<file path="src/rtl/commit_ctrl_if.sv">
// commit_ctrl_if: ROB-head handshake and register-file commit bus.
// master = ROB / environment side, slave = commit_ctrl.
interface commit_ctrl_if #(
    parameter int ROB_BIT = 4
);
    logic               head_valid;
    logic [4:0]         head_rd;
    logic [31:0]        head_data;
    logic [ROB_BIT-1:0] head_entry;
    logic               head_flush;
    logic [31:0]        head_target;
    logic               head_ready;

    logic [4:0]         commit_reg_id;
    logic [31:0]        commit_reg_data;
    logic [ROB_BIT-1:0] commit_rob_entry;
    logic               rob_clear_up;
    logic               redirect_valid;
    logic [31:0]        redirect_pc;
    logic               issue_stall;

    modport master (
        output head_valid, head_rd, head_data, head_entry, head_flush, head_target,
        input  head_ready, commit_reg_id, commit_reg_data, commit_rob_entry,
               rob_clear_up, redirect_valid, redirect_pc, issue_stall
    );

    modport slave (
        input  head_valid, head_rd, head_data, head_entry, head_flush, head_target,
        output head_ready, commit_reg_id, commit_reg_data, commit_rob_entry,
               rob_clear_up, redirect_valid, redirect_pc, issue_stall
    );
endinterface

</file>
<file path="src/rtl/commit_ctrl.sv">
// commit_ctrl: pops one committed instruction per cycle from the ROB head,
// drives the register-file commit port, and sequences mispredict flushes.
// Optional feature macro: COMMIT_PERF_EN adds commit/flush performance counters.
//
// state | meaning
// RUN   | normal commit, head_ready follows rdy_in
// WB    | flushing instruction's result on the commit port
// CLEAR | rob_clear_up / redirect_valid pulse (one active cycle)
// DRAIN | issue held stalled while the drain counter runs down
module commit_ctrl #(
    parameter int ROB_BIT      = 4,
    parameter int DRAIN_CYCLES = 1
) (
    input  logic clk_in,
    input  logic rst_in,
    input  logic rdy_in,
    commit_ctrl_if.slave bus
`ifdef COMMIT_PERF_EN
    ,
    output logic [31:0] perf_commit_cnt,
    output logic [31:0] perf_flush_cnt
`endif
);

    typedef enum logic [1:0] {
        RUN   = 2'd0,
        WB    = 2'd1,
        CLEAR = 2'd2,
        DRAIN = 2'd3
    } state_t;

    // Counter load value; zero-drain builds skip DRAIN entirely.
    localparam logic [3:0] DRAIN_LOAD = (DRAIN_CYCLES > 0) ? 4'(DRAIN_CYCLES - 1) : 4'd0;

    state_t             state_q, state_d;
    logic [3:0]         cnt_q, cnt_d;
    logic [4:0]         id_q, id_d;
    logic [31:0]        data_q, data_d;
    logic [ROB_BIT-1:0] entry_q, entry_d;
    logic [31:0]        target_q, target_d;
    logic               clear_q, clear_d;
    logic               redir_v_q, redir_v_d;
    logic [31:0]        redir_pc_q, redir_pc_d;
    logic               accept;

    assign bus.head_ready = (state_q == RUN) && rdy_in;
    assign accept         = bus.head_valid && bus.head_ready;

    // Next-state and next-output computation for the flush sequencer.
    always_comb begin
        state_d    = state_q;
        cnt_d      = cnt_q;
        id_d       = id_q;
        data_d     = data_q;
        entry_d    = entry_q;
        target_d   = target_q;
        clear_d    = clear_q;
        redir_v_d  = redir_v_q;
        redir_pc_d = redir_pc_q;
        case (state_q)
            RUN: begin
                if (accept) begin
                    id_d    = bus.head_rd;
                    data_d  = bus.head_data;
                    entry_d = bus.head_entry;
                    if (bus.head_flush) begin
                        target_d = bus.head_target;
                        state_d  = WB;
                    end
                end else begin
                    id_d    = '0;
                    data_d  = '0;
                    entry_d = '0;
                end
            end
            WB: begin
                // Commit port goes quiet so the clear never coincides with a write.
                id_d       = '0;
                data_d     = '0;
                entry_d    = '0;
                clear_d    = 1'b1;
                redir_v_d  = 1'b1;
                redir_pc_d = target_q;
                state_d    = CLEAR;
            end
            CLEAR: begin
                clear_d   = 1'b0;
                redir_v_d = 1'b0;
                if (DRAIN_CYCLES > 0) begin
                    cnt_d   = DRAIN_LOAD;
                    state_d = DRAIN;
                end else begin
                    state_d = RUN;
                end
            end
            DRAIN: begin
                if (cnt_q == 4'd0) begin
                    state_d = RUN;
                end else begin
                    cnt_d = cnt_q - 4'd1;
                end
            end
            default: state_d = RUN;
        endcase
    end

    // State and output registers; rdy_in low freezes everything.
    always_ff @(posedge clk_in or negedge rst_in) begin
        if (!rst_in) begin
            state_q    <= RUN;
            cnt_q      <= '0;
            id_q       <= '0;
            data_q     <= '0;
            entry_q    <= '0;
            target_q   <= '0;
            clear_q    <= 1'b0;
            redir_v_q  <= 1'b0;
            redir_pc_q <= '0;
        end else if (rdy_in) begin
            state_q    <= state_d;
            cnt_q      <= cnt_d;
            id_q       <= id_d;
            data_q     <= data_d;
            entry_q    <= entry_d;
            target_q   <= target_d;
            clear_q    <= clear_d;
            redir_v_q  <= redir_v_d;
            redir_pc_q <= redir_pc_d;
        end
    end

    assign bus.commit_reg_id    = id_q;
    assign bus.commit_reg_data  = data_q;
    assign bus.commit_rob_entry = entry_q;
    assign bus.rob_clear_up     = clear_q;
    assign bus.redirect_valid   = redir_v_q;
    assign bus.redirect_pc      = redir_pc_q;
    assign bus.issue_stall      = (state_q != RUN);

`ifdef COMMIT_PERF_EN
    // Accept and flush-accept counters, wrapping modulo 2^32.
    always_ff @(posedge clk_in or negedge rst_in) begin
        if (!rst_in) begin
            perf_commit_cnt <= '0;
            perf_flush_cnt  <= '0;
        end else if (accept) begin
            perf_commit_cnt <= perf_commit_cnt + 32'd1;
            if (bus.head_flush) begin
                perf_flush_cnt <= perf_flush_cnt + 32'd1;
            end
        end
    end
`endif

endmodule

</file>
<file path="src/flat_wrapper.sv">
// flat-port wrapper written by rule: the top's interface ports become plain ports
module commit_ctrl_flat 
#(
    parameter int ROB_BIT      = 4,
    parameter int DRAIN_CYCLES = 1
)
  (clk_in, rst_in, rdy_in, bus_head_valid, bus_head_rd, bus_head_data, bus_head_entry, bus_head_flush, bus_head_target, bus_head_ready, bus_commit_reg_id, bus_commit_reg_data, bus_commit_rob_entry, bus_rob_clear_up, bus_redirect_valid, bus_redirect_pc, bus_issue_stall);
  commit_ctrl_if #(.ROB_BIT(ROB_BIT)) bus_i ();
  input  logic clk_in;
  input  logic rst_in;
  input  logic rdy_in;
  input wire logic [$bits(bus_i.head_valid)-1:0] bus_head_valid;
  input wire logic [$bits(bus_i.head_rd)-1:0] bus_head_rd;
  input wire logic [$bits(bus_i.head_data)-1:0] bus_head_data;
  input wire logic [$bits(bus_i.head_entry)-1:0] bus_head_entry;
  input wire logic [$bits(bus_i.head_flush)-1:0] bus_head_flush;
  input wire logic [$bits(bus_i.head_target)-1:0] bus_head_target;
  output wire logic [$bits(bus_i.head_ready)-1:0] bus_head_ready;
  output wire logic [$bits(bus_i.commit_reg_id)-1:0] bus_commit_reg_id;
  output wire logic [$bits(bus_i.commit_reg_data)-1:0] bus_commit_reg_data;
  output wire logic [$bits(bus_i.commit_rob_entry)-1:0] bus_commit_rob_entry;
  output wire logic [$bits(bus_i.rob_clear_up)-1:0] bus_rob_clear_up;
  output wire logic [$bits(bus_i.redirect_valid)-1:0] bus_redirect_valid;
  output wire logic [$bits(bus_i.redirect_pc)-1:0] bus_redirect_pc;
  output wire logic [$bits(bus_i.issue_stall)-1:0] bus_issue_stall;
  assign bus_i.head_valid = bus_head_valid;
  assign bus_i.head_rd = bus_head_rd;
  assign bus_i.head_data = bus_head_data;
  assign bus_i.head_entry = bus_head_entry;
  assign bus_i.head_flush = bus_head_flush;
  assign bus_i.head_target = bus_head_target;
  assign bus_head_ready = bus_i.head_ready;
  assign bus_commit_reg_id = bus_i.commit_reg_id;
  assign bus_commit_reg_data = bus_i.commit_reg_data;
  assign bus_commit_rob_entry = bus_i.commit_rob_entry;
  assign bus_rob_clear_up = bus_i.rob_clear_up;
  assign bus_redirect_valid = bus_i.redirect_valid;
  assign bus_redirect_pc = bus_i.redirect_pc;
  assign bus_issue_stall = bus_i.issue_stall;
  commit_ctrl #(.ROB_BIT(ROB_BIT), .DRAIN_CYCLES(DRAIN_CYCLES)) u_core (.clk_in(clk_in), .rst_in(rst_in), .rdy_in(rdy_in), .bus(bus_i));
endmodule
</file>
<file path="config.mk">
export PLATFORM = sky130hd
export DESIGN_NAME = commit_ctrl_flat
export DESIGN_NICKNAME = d
export VERILOG_FILES = /design/src/rtl/commit_ctrl_if.sv /design/src/rtl/commit_ctrl.sv /design/src/flat_wrapper.sv
export SDC_FILE = /design/constraint.sdc
export NUM_CORES = 1
export LEC_CHECK = 0
export CAP_MARGIN = 20
export CORE_ASPECT_RATIO = 1.4
export CORE_MARGIN = 1
export CORE_UTILIZATION = 35
export CTS_CLUSTER_DIAMETER = 50
export DETAILED_ROUTE_END_ITERATION = 12
export SYNTH_ARGS = -nofsm -noshare
export SYNTH_HDL_FRONTEND = slang
export SYNTH_SLANG_ARGS = --single-unit
</file>
<file path="constraint.sdc">
create_clock -name clk_in -period 3.15 [get_ports clk_in]
set_input_delay 0.4725 -clock clk_in [delete_from_list [all_inputs] [get_ports clk_in]]
set_output_delay 0.4725 -clock clk_in [all_outputs]
set_load 0.005 [all_outputs]
</file>
==> impl_metrics.env <==
export IMPL_postCtsResizedCells=0
export IMPL_grt_max_degree=76
export IMPL_instances_no_fill=586
export IMPL_yosysWarnings=0
export IMPL_drtPass1Iterations=4
export IMPL_status="finished, final reports clean"
export IMPL_die_h_um=136
export IMPL_max_freq_ghz=0.439
export IMPL_syn_num_nets=361
export IMPL_synthFlopType="dfrtp_1"
export IMPL_htree_levels=3
export IMPL_vias_per_cell=4.92
export IMPL_sw_frac_of_total_pct=26.8
export IMPL_boundaryPins=155
export IMPL_placed_area_mm2=0.00612
export IMPL_cts_buffer_depth=2
export IMPL_worst_ep_required_time_ns=2.68
export IMPL_p_comb_share_pct=39.0
export IMPL_drv_slew=0
export IMPL_p_clk_share_pct=20.4
export IMPL_core_region_area_mm2=0.0124
export IMPL_numCtsBuffers=9
export IMPL_p_switching_mw=1.63
export IMPL_via_count=2886
export IMPL_placedCellCount=570
export IMPL_syn_area_mm2=0.00447
export IMPL_tritoncts="yes"
export IMPL_timing_rr_end="u_core.target_q[12]"
export IMPL_grt_ovfl_total=0
export IMPL_syn_to_final_growth_pct=44.2
export IMPL_initialDrtViolationCount=72
export IMPL_antenna_found_initial=0
export IMPL_ys_top_cells_by_count="dfrtp_1 (112), mux2_2 (34), mux2_4 (30)"
export IMPL_crit_start="u_core.state_q[0]"
export IMPL_grt_pass1_wl_mm=15.9
export IMPL_setup_worst_path_end="bus_head_ready"
export IMPL_wirelength_mm=10.0
export IMPL_fin_crit_ns=2.28
export IMPL_grt_pass1_vias=3050
export IMPL_cp_data_arrival_time_ns=1.80
export IMPL_dp_hpwl_mm=6.92
export IMPL_cts_sinks=112
export IMPL_finalSetupTns_ns=0
export IMPL_portBuffers=154
export IMPL_rows=48
export IMPL_yosysMostFrequentCell="dfrtp_1"
export IMPL_synth_cells=276
export IMPL_die_w_um=97.5
export IMPL_r2r_start="u_core.state_q[0]"
export IMPL_worst_pin_slew_ns=0.932
export IMPL_clk_latency_ns=0.35
export IMPL_finalCritPeriodShare_pct=72.3
export IMPL_p_leak_nw=2.95
export IMPL_met2_length_mm=5.31
export IMPL_crit_path_end_kind="primary output"
export IMPL_nets=516
export IMPL_rsz0062_at_grt="no"
export IMPL_cts_root_buf="clkbuf_16"
export IMPL_hold_viol=0
export IMPL_min_path_type="primary input to async pin"
export IMPL_setup_viol=0
export IMPL_worst_slack_ns=0.873
export IMPL_start_kind="flop"
export IMPL_holdBufCountCts=0
export IMPL_p_int_mw=4.45
export IMPL_p_per_area_mw_per_mm2=944
export IMPL_ys_ff_latch=112
export IMPL_wl_met1_mm=4.01
export IMPL_antenna_cells=0
export IMPL_postCtsSetupBuffers=0
export IMPL_die_area_mm2=0.0132
export IMPL_fin_skew_ns=0.00422
export IMPL_yosysTopAreaCell="dfrtp_1"
export IMPL_drive_gt1_share_pct=27.8
export IMPL_regToRegSetupSlack_ns=1.26
export IMPL_routabilityCongestion=0.728
export IMPL_drc=0
export IMPL_setup_worst_path_class="flop to primary output"
export IMPL_worstPathMaxFanout=4
export IMPL_grt_usage_pct=15.6
export IMPL_top_layer="met4"
export IMPL_syn_area_per_cell_um2=16.2
export IMPL_clkTransAtPathRegs_ns=0.07
export IMPL_initial_core_util_pct=36.1
export IMPL_seqPwrFrac_pct=40.6
export IMPL_synth_edf_count=0
export IMPL_peakVddDrop_uv=508
export IMPL_yosys_top_cells_area="dfrtp_1 (63%), mux2_4 (10%), mux2_2 (8.6%), a22o_2 (6.5%), a22o_1 (2.4%)"
export IMPL_wl_met3_um=355
export IMPL_routedWlPerCell_um=17.1
export IMPL_hold_worst_slack_ns=0.253
export IMPL_power_mw=6.09
export IMPL_relSlewSlack_pct=37.8
export IMPL_synth_cell_types=32
export IMPL_synth_top_area_share_pct=62.7
export IMPL_utilization_pct=52.1
export IMPL_reg2regPathDepth=5
export IMPL_synth_async_reset_ratio_pct=100
export IMPL_maxCapViolations=0
export IMPL_place_ws_ns=0.901
export IMPL_drtAntennaViolNets=0
export IMPL_yosysSeqAreaShare_pct=62.7
export IMPL_design_area_mm2=0.00645
## power by group through the flow
stage	clock, mW	sequential, mW	combinational (mW)
CTS	1.28	2.48	2.42
global route	1.34	2.56	2.56
detailed placement	0	2.50	2.41
finish	1.24	2.47	2.37
floorplan	0	2.48	1.13
global placement	0	2.47	2.37
## kinds of logic after synthesis
logic type	share of synthesized area, %
mux	19.1
flops	62.7
buf+inv	3.44
compound gates	10.4
fa+ha+maj	1.96
simple gates	2.32
## layer usage
layer	GRT usage, %	up-vias
met3	3.25	22
met1	18.3	1473
li1	-	1309
met4	8.74	0
met2	26.7	82
met5	0	-
## worst max-delay path: stages (launching register included)
cell	delay (ns)
dfrtp_1	0.40
inv_1	0.13
ha_1	0.24
and2_4	0.18
clkdlybuf4s50_1	0.50
## registers in the layout, summed over array words and instances (netlist names)
name / flops
u_core.bus.commit_reg_data: 32
u_core.bus.redirect_pc: 32
u_core.target_q: 32
u_core.bus.commit_reg_id: 5
u_core.bus.commit_rob_entry: 4
u_core.cnt_q: 4
u_core.state_q: 2
u_core.bus.rob_clear_up: 1
## worst min path at each step
stage	start	end	slack, ns	cells past startpoint
global placement	u_core.target_q[12]	u_core.target_q[12]	0.49	1
CTS	rst_in	u_core.bus.redirect_pc[8]	0.30	1
floorplan	rst_in	u_core.bus.commit_reg_data[0]	0.18	0
finish	rst_in	u_core.bus.redirect_pc[8]	0.25	1
global route	rst_in	u_core.bus.redirect_pc[8]	0.34	1
detailed placement	u_core.bus.commit_rob_entry[0]	u_core.bus.commit_rob_entry[0]	0.49	1
## final cells by class
| type | instances | area [um^2] |
|---|---|---|
| timing repair buffer | 160 | 1580 |
| clock buffer | 10 | 239 |
| clock inverter | 6 | 90.1 |
| multi-input combinational | 141 | 1520 |
| sequential | 112 | 2800 |
| tap | 150 | 188 |
| fill | 1054 | 5930 |
| inverter | 7 | 26.3 |
## cells in the final DEF, fill, tap and decap left out, types with 5 or more instances in the layout
| master | synthesis | layout |
|---|---|---|
| nand2_1 | 5 | 5 |
| dfrtp_1 | 112 | 112 |
| mux2_2 | 34 | 34 |
| clkdlybuf4s50_1 | 0 | 153 |
| inv_1 | 7 | 7 |
| clkbuf_16 | 0 | 9 |
| ha_1 | 7 | 7 |
| buf_4 | 1 | 7 |
| mux2_4 | 30 | 30 |
| a22o_1 | 12 | 12 |
| a22o_2 | 29 | 29 |
Note: power is estimated with default switching activity, not from simulation.
